--- config.mk ---
export PLATFORM = sky130hd
export DESIGN_NAME = neuron_update_scheduler
export DESIGN_NICKNAME = d
export VERILOG_FILES = /design/src/rtl/neuron_sched_pkg.sv /design/src/rtl/neuron_update_scheduler_state_bank.sv /design/src/rtl/neuron_update_scheduler.sv
export SDC_FILE = /design/constraint.sdc
export NUM_CORES = 1
export LEC_CHECK = 0
export ABC_CLOCK_PERIOD_IN_PS = 5500
export CORE_ASPECT_RATIO = 1.25
export CORE_MARGIN = 5
export CORE_UTILIZATION = 49
export CTS_CLUSTER_DIAMETER = 30
export CTS_CLUSTER_SIZE = 25
export DETAILED_ROUTE_END_ITERATION = 10
export GPL_TIMING_DRIVEN = 1
export PLACE_DENSITY = 0.73
export SETUP_SLACK_MARGIN = 0.02
export SYNTH_ARGS = -nofsm -noshare
export SYNTH_HDL_FRONTEND = slang
export SYNTH_SLANG_ARGS = --single-unit
--- constraint.sdc ---
create_clock -name clock -period 5.5 [get_ports clock]
set_input_delay 1.375 -clock clock [delete_from_list [all_inputs] [get_ports clock]]
set_output_delay 1.375 -clock clock [all_outputs]
set_load 0.02 [all_outputs]
--- src/rtl/neuron_sched_pkg.sv ---
// Shared types and constants for the neuron update scheduler.
// Holds the sweep FSM encoding, default membrane parameters and a width helper.
package neuron_sched_pkg;

    typedef enum logic [2:0] {
        IDLE  = 3'd0,
        CHECK = 3'd1,
        ISSUE = 3'd2,
        WAIT  = 3'd3,
        EMIT  = 3'd4,
        NEXT  = 3'd5
    } sched_state_e;

    localparam int DEF_V_W     = 16;
    localparam int DEF_V_RESET = -65;

    // Ceiling log2; clog2(1) is 0, so callers needing a nonzero width clamp it.
    function automatic int clog2(input int value);
        int result;
        result = 0;
        for (int i = 0; i < 31; i++) begin
            if ((1 << i) < value) begin
                result = i + 1;
            end
        end
        return result;
    endfunction

endpackage

--- src/rtl/neuron_update_scheduler_state_bank.sv ---
// Per-neuron membrane potential and refractory count register file.
// One combinational read port, one V+refr write port and a refr-decrement port.
module neuron_state_bank
    import neuron_sched_pkg::*;
#(
    parameter int N       = 4,
    parameter int V_W     = DEF_V_W,
    parameter int V_RESET = DEF_V_RESET,
    parameter int R_W     = 2,
    parameter int ID_W    = 2
) (
    input  logic            clock,
    input  logic            reset,
    input  logic [ID_W-1:0] rd_idx_i,
    output logic [V_W-1:0]  rd_v_o,
    output logic [R_W-1:0]  rd_refr_o,
    input  logic            wr_en_i,
    input  logic [ID_W-1:0] wr_idx_i,
    input  logic [V_W-1:0]  wr_v_i,
    input  logic [R_W-1:0]  wr_refr_i,
    input  logic            dec_en_i,
    input  logic [ID_W-1:0] dec_idx_i
);

    logic [V_W-1:0] v_all    [N];
    logic [R_W-1:0] refr_all [N];

    genvar gi;
    generate
        for (gi = 0; gi < N; gi++) begin : g_slot
            logic [V_W-1:0] v_q;
            logic [V_W-1:0] v_d;
            logic [R_W-1:0] refr_q;
            logic [R_W-1:0] refr_d;

            // A write and a decrement never target the same cycle; write still wins.
            always_comb begin
                v_d    = v_q;
                refr_d = refr_q;
                if (wr_en_i && (wr_idx_i == ID_W'(gi))) begin
                    v_d    = wr_v_i;
                    refr_d = wr_refr_i;
                end else if (dec_en_i && (dec_idx_i == ID_W'(gi)) && (refr_q != '0)) begin
                    refr_d = refr_q - R_W'(1);
                end
            end

            always_ff @(posedge clock) begin
                if (reset) begin
                    v_q    <= V_W'(V_RESET);
                    refr_q <= '0;
                end else begin
                    v_q    <= v_d;
                    refr_q <= refr_d;
                end
            end

            assign v_all[gi]    = v_q;
            assign refr_all[gi] = refr_q;
        end
    endgenerate

    assign rd_v_o    = v_all[rd_idx_i];
    assign rd_refr_o = refr_all[rd_idx_i];

endmodule

--- src/rtl/neuron_update_scheduler.sv ---
// Sweeps all neuron slots through one shared membrane-update datapath per tick,
// tracking refractory periods and forwarding spikes over a valid/ready port.
module neuron_update_scheduler
    import neuron_sched_pkg::*;
#(
    parameter int  N_NEURONS     = 4,
    parameter int  V_W           = DEF_V_W,
    parameter int  V_RESET       = DEF_V_RESET,
    parameter int  REFRACT_TICKS = 2,
    localparam int ID_W          = clog2(N_NEURONS)
) (
    input  logic                   clock,
    input  logic                   reset,
    input  logic                   tick_in,
    input  logic [7:0]             dt,
    input  logic [8*N_NEURONS-1:0] current_in,
    output logic                   dp_req_valid,
    input  logic                   dp_req_ready,
    output logic [ID_W-1:0]        dp_id,
    output logic [V_W-1:0]         dp_v,
    output logic [7:0]             dp_current,
    output logic [7:0]             dp_dt,
    input  logic                   dp_rsp_valid,
    input  logic [V_W-1:0]         dp_v_next,
    input  logic                   dp_spike,
    output logic                   spike_valid,
    input  logic                   spike_ready,
    output logic [ID_W-1:0]        spike_id,
    output logic                   busy,
    output logic                   overrun
);

    localparam int R_W_RAW = clog2(REFRACT_TICKS + 1);
    localparam int R_W     = (R_W_RAW < 1) ? 1 : R_W_RAW;

    sched_state_e           state_q, state_d;
    logic [ID_W-1:0]        idx_q, idx_d;
    logic [8*N_NEURONS-1:0] cur_q, cur_d;
    logic [7:0]             dt_q, dt_d;
    logic                   overrun_q, overrun_d;

    logic [V_W-1:0] rd_v;
    logic [R_W-1:0] rd_refr;
    logic           wr_en;
    logic [V_W-1:0] wr_v;
    logic [R_W-1:0] wr_refr;
    logic           dec_en;

    neuron_state_bank #(
        .N       (N_NEURONS),
        .V_W     (V_W),
        .V_RESET (V_RESET),
        .R_W     (R_W),
        .ID_W    (ID_W)
    ) u_bank (
        .clock     (clock),
        .reset     (reset),
        .rd_idx_i  (idx_q),
        .rd_v_o    (rd_v),
        .rd_refr_o (rd_refr),
        .wr_en_i   (wr_en),
        .wr_idx_i  (idx_q),
        .wr_v_i    (wr_v),
        .wr_refr_i (wr_refr),
        .dec_en_i  (dec_en),
        .dec_idx_i (idx_q)
    );

    always_comb begin
        state_d   = state_q;
        idx_d     = idx_q;
        cur_d     = cur_q;
        dt_d      = dt_q;
        overrun_d = overrun_q;
        wr_en     = 1'b0;
        wr_v      = dp_v_next;
        wr_refr   = '0;
        dec_en    = 1'b0;

        // Any tick that is not accepted in IDLE is lost; remember that it happened.
        if (tick_in && (state_q != IDLE)) begin
            overrun_d = 1'b1;
        end

        unique case (state_q)
            IDLE: begin
                if (tick_in) begin
                    cur_d   = current_in;
                    dt_d    = dt;
                    idx_d   = '0;
                    state_d = CHECK;
                end
            end
            CHECK: begin
                if (rd_refr != '0) begin
                    dec_en  = 1'b1;
                    state_d = NEXT;
                end else begin
                    state_d = ISSUE;
                end
            end
            ISSUE: begin
                if (dp_req_ready) begin
                    state_d = WAIT;
                end
            end
            WAIT: begin
                if (dp_rsp_valid) begin
                    wr_en = 1'b1;
                    if (dp_spike) begin
                        wr_v    = V_W'(V_RESET);
                        wr_refr = R_W'(REFRACT_TICKS);
                        state_d = EMIT;
                    end else begin
                        state_d = NEXT;
                    end
                end
            end
            EMIT: begin
                if (spike_ready) begin
                    state_d = NEXT;
                end
            end
            NEXT: begin
                if (idx_q == ID_W'(N_NEURONS - 1)) begin
                    state_d = IDLE;
                end else begin
                    idx_d   = idx_q + ID_W'(1);
                    state_d = CHECK;
                end
            end
            default: begin
                state_d = IDLE;
            end
        endcase
    end

    always_ff @(posedge clock) begin
        if (reset) begin
            state_q   <= IDLE;
            idx_q     <= '0;
            cur_q     <= '0;
            dt_q      <= '0;
            overrun_q <= 1'b0;
        end else begin
            state_q   <= state_d;
            idx_q     <= idx_d;
            cur_q     <= cur_d;
            dt_q      <= dt_d;
            overrun_q <= overrun_d;
        end
    end

    assign dp_req_valid = (state_q == ISSUE);
    assign dp_id        = idx_q;
    assign dp_v         = rd_v;
    assign dp_current   = cur_q[8*idx_q +: 8];
    assign dp_dt        = dt_q;
    assign spike_valid  = (state_q == EMIT);
    assign spike_id     = idx_q;
    assign busy         = (state_q != IDLE);
    assign overrun      = overrun_q;

endmodule

==> results_dict.tcl <==
set metrics [dict create \
    run_status "completed" \
    crit_path_top_delay_cell "dfxtp_2" \
    period_needed_ps 3990 \
    worst_hold_slack_ps 451 \
    synth_most_common_cell "dfxtp_1" \
    cts_root_buf "clkbuf_16" \
    max_freq_mhz 251 \
    final.period_utilization_pct 72.6 \
    path_depth 2 \
    syn_nets 633 \
    wl_um 13100 \
    crit_chain "mux4_1, clkdlybuf4s50_1" \
    syn_inst 562 \
    drt-initial-drc-count 212 \
    vdd_ir_drop_max_v 0.000208 \
    crit_type "flop to output pin" \
    power_density_nw_per_um2 356 \
    intPower_mw 1.81 \
    cp_max_fo 34 \
    drv_cap 0 \
    die_area_um2 13100 \
    antenna_cells 0 \
    synth-seq-cells 118 \
    clkPwrFrac_pct 46.1 \
    synth.distinct_cells 42 \
    critPathCapture "dp_v[3]" \
    vias 4422 \
    h-tree-depth 4 \
    ys.warnings.count 0 \
    yosysTopAreaCell "dfxtp_1" \
    cts_sinks 118 \
    setup_tns_ps 0 \
    worst-path-buf-inv 1 \
    worstSetupStartpointType "flop" \
    worstReg2RegEnd "u_bank.g_slot[0].v_q[8]$_SDFFE_PP1P_" \
    antenna_found_initial 0 \
    seqPwrFrac_pct 38.7 \
    initial_utilization_pct 50.1 \
    num_rows 42 \
    core_area_um2 10600 \
    synthFlopType "dfxtp_1" \
    nets 708 \
    cts_tree "done" \
    grt_usage_pct 20.5 \
    place.gp.congestion 0.754 \
    r2r_setup_slack_ps 2630 \
    r2r-start "dp_id[0]$_SDFFE_PP0P_" \
    netlist_area_um2 5320 \
    dpl_cell_area_um2 6300 \
    drive_gt1_share_pct 12.8 \
    setup_viol 0 \
    relSlewSlack_pct 22.5 \
    synth_top_area_share_pct 44.4 \
    p_switching_mw 0.654 \
    drcViolationCount 0 \
    critical_path.max_stage_delay_ps 940 \
    rsz0062_at_grt "no" \
    hpwlAfterDp_um 8380 \
    area_delta_synth_final_pct 30.1 \
    wl_per_cell_um 16.8 \
    drv_slew 0 \
    crit_path_end_kind "output pin" \
    dr.pass1.iters 4 \
    avgSynthCellArea_um2 9.47 \
    die_height_um 127 \
    min_path_type "flop to flop" \
    skew_ps 8.34 \
    cts_max_path_buffers 2 \
    synth-edff-count 0 \
    grt_pass1_vias 4432 \
    route.antenna.remaining_nets 0 \
    final_hold_viol_count 0 \
    cts_buffers 17 \
    crit_required_ps 4120 \
    tightestPinTransition_ps 1160 \
    arrival_ps 2620 \
    ys_top_cells_by_count "dfxtp_1 (118), nand2_1 (91), nor2_1 (65)" \
    grt_pass1_wl_um 21600 \
    async_flop_share_pct 0 \
    path_clk_slew_ps 50 \
    hold_buffers 0 \
    grt_max_degree 117 \
    clock_latency_ps 410 \
    switching_share_pct 26.6 \
    grt_remaining_overflow 0 \
    reg2reg_depth 6 \
    crit_start "dp_id[1]$_SDFFE_PP0P_" \
    power_frac_comb_pct 15.2 \
    io_pins 103 \
    via_per_inst 5.65 \
    post_cts_buffers 0 \
    cts_resized 0 \
    portBuffers 102 \
    design_area_um2 6920 \
    p_leak_nw 2.39 \
    die_w_um 103 \
    synthTopCellsByArea "dfxtp_1 (44%), a211o_1 (9.9%), mux4_2 (7.6%)" \
    cp_top_family "flip-flops" \
    synth_seq_area_share_pct 44.4 \
]
worst min-delay path, delay by kind of cell (launching register included):
family	cells	cell delay [ps]
AO/OA/AOI/OAI	1	50
flip-flops	1	300
AND/OR/NAND/NOR	1	50
power groups by stage:
stage / Clock [mW] / Sequential [mW] / Combinational [mW]
2_1_floorplan: 0 / 0.959 / 0.238
3_3_place_gp: 0 / 0.967 / 0.368
3_5_place_dp: 0 / 0.971 / 0.376
4_1_cts: 1.15 / 0.953 / 0.378
5_1_grt: 1.20 / 0.961 / 0.412
6_report: 1.13 / 0.954 / 0.375
state kept, by name, summed over array words and instances, names as in the netlist:
name,cells
u_bank.g_slot.v_q,64
dp_id,2
u_bank.g_slot.refr_q,8
dp_dt,8
state_q,3
overrun,1
cur_q,32
metal layers:
layer	share of wire, %	vias to the layer above	global-route usage, %
met5	0	-	0
met4	0.69	0	6.10
met3	6.2	8	5.99
met2	50	129	33.8
met1	43	2130	25.9
li1	-	2155	-
final cells by class:
class | count | area (µm²)
Fill cell | 857 | 3690
Multi-Input combinational cell | 380 | 2670
Sequential cell | 118 | 2360
Timing Repair Buffer | 108 | 1060
Clock buffer | 18 | 439
Clock inverter | 14 | 178
Tap cell | 132 | 165
Inverter | 12 | 45.0
worst min-delay path by stage:
stage / startpoint / endpoint / cells past startpoint
finish: u_bank.g_slot[2].v_q[6]$_SDFFE_PP0P_ / u_bank.g_slot[2].v_q[6]$_SDFFE_PP0P_ / 2
global placement: u_bank.g_slot[1].v_q[1]$_SDFFE_PP1P_ / u_bank.g_slot[1].v_q[1]$_SDFFE_PP1P_ / 1
detailed placement: u_bank.g_slot[2].v_q[0]$_SDFFE_PP1P_ / u_bank.g_slot[2].v_q[0]$_SDFFE_PP1P_ / 1
global route: dp_dt[2]$_SDFFE_PP0P_ / dp_dt[2]$_SDFFE_PP0P_ / 2
floorplan: u_bank.g_slot[2].v_q[0]$_SDFFE_PP1P_ / u_bank.g_slot[2].v_q[0]$_SDFFE_PP1P_ / 1
CTS: u_bank.g_slot[2].v_q[6]$_SDFFE_PP0P_ / u_bank.g_slot[2].v_q[6]$_SDFFE_PP0P_ / 2
cell families (layout without fill, tap and decap cells):
family          count (synthesis)  count (layout)  synth area share, %
compound gates                146             146                 19.8
fa+ha+maj                       8               8                 1.88
buf+inv                        64             152                 5.48
flops                         118             118                 44.4
mux                            25              25                 10.8
simple gates                  201             201                 17.6
layout by cell type, fill, tap and decap left out, types with 2 or more instances in the layout:
master	count
a211o_1	60
a21o_1	4
a21oi_1	56
a21oi_2	15
a22oi_1	2
and2_1	2
and3_1	4
buf_4	7
bufinv_16	3
clkbuf_16	17
clkdlybuf4s50_1	101
clkinv_4	5
clkinvlp_4	4
dfxtp_1	116
dfxtp_2	2
ha_1	8
inv_1	12
mux4_1	6
mux4_2	18
nand2_1	91
nand2b_1	8
nand3_1	11
nor2_1	65
nor3_1	2
nor4b_2	6
o32ai_1	4
per-stage QoR:
| stage | utilization [%] | total power [mW] | setup slack, ps | cells |
|---|---|---|---|---|
| CTS | 65.2 | 2.48 | 1430 | 782 |
| finish | 65.2 | 2.46 | 1510 | 782 |
| detailed placement | 59.4 | 1.35 | 1770 | 750 |
| global placement | 59.4 | 1.33 | 1810 | 750 |
| global route | 65.2 | 2.57 | 1320 | 782 |
| floorplan | - | 1.20 | 2430 | 562 |
Note: power is estimated with default switching activity, not from simulation.
==> RTL edit 1: new RTL, same flow settings <==
Register the output `overrun` once more, without a reset; this adds one clock of latency there. The other outputs are not delayed to match.
--- a/src/rtl/neuron_update_scheduler.sv
+++ b/src/rtl/neuron_update_scheduler.sv
@@ -159,7 +159,9 @@
     assign spike_valid  = (state_q == EMIT);
     assign spike_id     = idx_q;
     assign busy         = (state_q != IDLE);
-    assign overrun      = overrun_q;
+    always_ff @(posedge clock) begin
+        overrun <= overrun_q;
+    end
 
 endmodule
 
Formal check against the unedited RTL: not equivalent (Yosys sat finds a counterexample within 4 cycles, from zero or initial values and one cycle with reset high).
==> RTL edit 1 against the original RTL <==
  * Utilization shrank 0.38 points
  * Wire length is 2.2% higher
  * Total power decreased by 2.8%
  * Via count rose by 0.93%
  * Sequential cell count increased by 1
  * Synthesized area increased by 0.38%
  * Design area down 0.58%
  * Worst setup slack lost 0.034 ns
  * Count of clock-buffer cells in the layout increased by 4
  * Critical path type unchanged
==> RTL edit 1: results (changes against the original RTL) <==
Clocking
  • Resize count post-CTS: 0 (unchanged)
  • H-tree Lvls: 4 (unchanged)
  • Max Root-Sink Buffers: 2 (unchanged)
  • Setup bufs post-CTS: 0 (unchanged)
  • Worst skew pair latency: 0.41 ns (about the same)
  • CTS root buf: clkbuf_16
  • Cts bufs inserted: 17 (unchanged)
  • Clk slew on worst S/H paths: 0.05 ns (about the same)

Critical path
  • Reg2Reg Capture Point: u_bank.g_slot[1].v_q[10]$_SDFFE_PP1P_
  • Critical path's top delay family: buffers and inverters
  • Setup crit start: dp_id[0]$_SDFFE_PP0P_
  • Critical path's slowest cell: dfxtp_2
  • Worst r2r src: state_q[1]$_SDFFE_PP0P_
  • Reg2reg path depth: 3 (-3)
  • Crit path largest cell delay: 0.75 ns (-0.19 ns)
  • FF-to-FF setup slack: 2.47 ns (-0.16 ns)
  • Arrival @ worst endpoint: 2.65 ns (+0.03 ns)
  • Worst setup path end: dp_v[13]
  • Critical Path Fanout Max: 23 (-32%)

Final layout
  • Layout cell share with drive strength beyond 1: 11.9% (-0.89 points)
  • Final #Nets: 708 (unchanged)
  • Largest regs: u_bank.g_slot.v_q (64), cur_q (32)
  • ANT cells: 0 (unchanged)
  • Layout Cells excl Fill: 780 (-0.26%)

Route
  • WL final: 13.4 mm (+2.2%)
  • Max layer used: met4
  • DR iter-0 viols: 237 (+12%)
  • Routed vias/inst: 5.72 (+1.2%)
  • First drt pass iteration count: 7 (+3)
  • DRC violations left: 0 (unchanged)
  • Met3 wire length: 931 um (+15%)
  • Routed length on met1: 5.57 mm (-1.6%)
  • Met2 wire len: 6.76 mm (+3.3%)

Placement
  • DP Wirelength: 8.68 mm (+3.6%)
  • Cell Area, Placed: 0.00632 mm^2 (+0.20%)
  • Worst slack at placement: 1.34 ns (-0.438 ns)
  • # placed instances: 750 (unchanged)
  • GP Congestion: 0.776 (+2.9%)

Global routing
  • First-pass GRT wire length: 21.5 mm (-0.32%)
  • Initial antenna violation count: 0 (unchanged)
  • Overall global routing resource usage: 20.7% (+0.21 points)
  • Vias in the first global route: 4548 (+2.6%)

Power and ir drop
  • P_leak: 2.38 nW (-0.37%)
  • Pint: 1.77 mW (-1.9%)
  • Worst vdd ir: 0.000212 V (+1.8%)

Timing
  • Period utilisation layout: 73.2% (+0.62 points)
  • Relative slew slack: 21.2% (-1.4 points)
  • Worst Clk Skew: 0.00775 ns (-0.000589 ns)
  • Hold Worst Slack: 0.349 ns (-0.102 ns)

Yosys
  • Most instantiated cells after synthesis: 119 x dfxtp_1, 91 x nand2_1, 65 x nor2_1
  • Ys Warns: 0 (unchanged)
  • Cells after Synth: 563 (+0.18%)
  • Synth top area cells: dfxtp_1 45%, a211o_1 9.8%, mux4_2 7.6%
  • Async SR Flop Fraction: 0% (unchanged)
  • Sequential share of the synthesized area: 44.6% (+0.21 points)
  • Syn_nets: 634 (+0.16%)

Outcome
  • Status: finished clean
RTL edit 1: logic make-up (layout without fill, tap and decap cells):
logic type / Yosys count / count (layout) / synth area share [%]
AO/OA/AOI/OAI: 146 / 146 / 19.8
adder cells (fa/ha/maj): 8 / 8 / 1.87
buffers and inverters: 64 / 149 / 5.46
flip-flops: 119 / 119 / 44.6
multiplexers: 25 / 25 / 10.7
AND/OR/NAND/NOR: 201 / 201 / 17.6
RTL edit 1: final cells by class:
class | count | area, um^2
well taps | 132 | 165
fillers | 880 | 3730
inverters | 12 | 45.0
clock inverters | 8 | 100
multi-input cells | 380 | 2670
clock buffers | 22 | 464
repair buffers | 107 | 1060
flip-flops and latches | 119 | 2380
RTL edit 1: how the worst min path moves through the flow:
stage / startpoint / end / cells after the start
3_5_place_dp: overrun_q$_SDFFE_PP0P_ / overrun$_DFF_P_ / 0
2_1_floorplan: overrun_q$_SDFFE_PP0P_ / overrun$_DFF_P_ / 0
5_1_grt: overrun_q$_SDFFE_PP0P_ / overrun$_DFF_P_ / 0
4_1_cts: overrun_q$_SDFFE_PP0P_ / overrun$_DFF_P_ / 0
3_3_place_gp: overrun_q$_SDFFE_PP0P_ / overrun$_DFF_P_ / 0
6_report: overrun_q$_SDFFE_PP0P_ / overrun$_DFF_P_ / 0
RTL edit 1: power by group through the flow:
stage          sequential, mW  clock (mW)  combinational [mW]
4_1_cts                 0.962        1.07               0.379
2_1_floorplan           0.968           0               0.238
3_3_place_gp            0.976           0               0.369
3_5_place_dp            0.980           0               0.377
6_report                0.963        1.05               0.378
5_1_grt                 0.970        1.11               0.412
RTL edit 1: metal layers:
metal,global-route usage (%),vias to the layer above
met5,0,-
li1,-,2150
met1,25.2,2158
met4,7.32,0
met2,34.7,144
met3,5.82,11
==> RTL edit 2: new RTL, same settings <==
Without the edit above. Set the parameter `REFRACT_TICKS` to 1 (it was 2).
--- a/src/rtl/neuron_update_scheduler.sv
+++ b/src/rtl/neuron_update_scheduler.sv
@@ -6,7 +6,7 @@
     parameter int  N_NEURONS     = 4,
     parameter int  V_W           = DEF_V_W,
     parameter int  V_RESET       = DEF_V_RESET,
-    parameter int  REFRACT_TICKS = 2,
+    parameter int  REFRACT_TICKS = 1,
     localparam int ID_W          = clog2(N_NEURONS)
 ) (
     input  logic                   clock,
Behaviour: no difference found for any inputs over 10 cycles, from zero or initial values and one cycle with reset high; that may be too few to reach the edited logic, so the function may still have changed.
==> RTL edit 2 against the original RTL <==
  * Register-to-register slack improved by 0.02 ns
  * Synthesized area fell by 8.8%
  * Sequential share of layout area rose by 1.6 points
  * Worst setup slack improved by 0.055 ns
  * Sequential cell count fell by 4
  * Largest power group unchanged
  * Critical endpoint is now dp_v[15]
  * Utilization rose by 0.87 points
  * Wire length fell by 13%
  * Critical path depth did not move
  * Total power fell by 9.6%
  * Design area fell by 7.8%
==> RTL edit 2: results (changes against the original RTL) <==
Outcome
  • Status: finished clean

Critical path
  • Arrival @ worst endpoint: 2.56 ns (-0.06 ns)
  • Critical Path Fanout Max: 31 (-8.8%)

Route
  • WL/cell: 15.6 um (-6.9%)
  • Met2 wire len: 5.91 mm (-9.7%)
  • Met3 wire length: 456 um (-44%)
  • Routed length on met1: 4.86 mm (-14%)
  • Routed vias/inst: 5.45 (-3.6%)
  • First drt pass iteration count: 7 (+3)

Placement
  • Worst slack at placement: 1.84 ns (+0.0646 ns)
  • # placed instances: 696 (-7.2%)
  • Cell Area, Placed: 0.00582 mm^2 (-7.6%)
  • DP Wirelength: 7.18 mm (-14%)

Power and ir drop
  • P_leak: 2.31 nW (-3.3%)
  • Comb pwr share: 13.7% (-1.5 points)
  • Clk power: 1.02 mW (-9.7%)
  • Clock network power share: 45.7% (-0.4 points)

Yosys
  • Most instantiated cells after synthesis: 114 x dfxtp_1, 94 x nand2_1, 79 x nor2_1
  • Sequential share of the synthesized area: 47.0% (+2.6 points)
  • Synth top area cells: dfxtp_1 47%, a211o_1 11%, mux4_2 8.4%

Final layout
  • Layout clock area frac: 8.76% (-0.15 points)
  • Inverters: 5 (-7)
  • Final #Nets: 656 (-7.3%)
  • Fraction of area in multi-input gates: 36.5% (-2.0 points)

Global routing
  • Met2 Usage GRT: 33.0% (-0.79 points)
  • Vias in the first global route: 3862 (-13%)
  • Met1 Track Usage GR: 22.8% (-3.1 points)

Timing
  • Worst Clk Skew: 0.00808 ns (-0.000258 ns)
  • Slew @ Worst Pin: 1.20 ns (+0.0345 ns)
-- RTL edit 2: path summary, 6_finish.rpt --
check                                        from  depth (start not counted)  slack (ns)                                    to
max                         dp_id[0]$_SDFFE_PP0P_                          2        1.56                              dp_v[15]
min          u_bank.g_slot[2].v_q[6]$_SDFFE_PP0P_                          2        0.45  u_bank.g_slot[2].v_q[6]$_SDFFE_PP0P_
max reg2reg                 dp_id[0]$_SDFFE_PP0P_                          5        2.65  u_bank.g_slot[0].v_q[9]$_SDFFE_PP1P_
min reg2reg  u_bank.g_slot[2].v_q[6]$_SDFFE_PP0P_                          2        0.45  u_bank.g_slot[2].v_q[6]$_SDFFE_PP0P_
-- RTL edit 2: cells by family after synthesis --
logic type,Yosys count,share of synthesized area (%)
fa+ha+maj,4,1.03
flops,114,47.0
buf+inv,53,4.98
mux,27,12.6
compound gates,123,18.5
simple gates,193,15.9
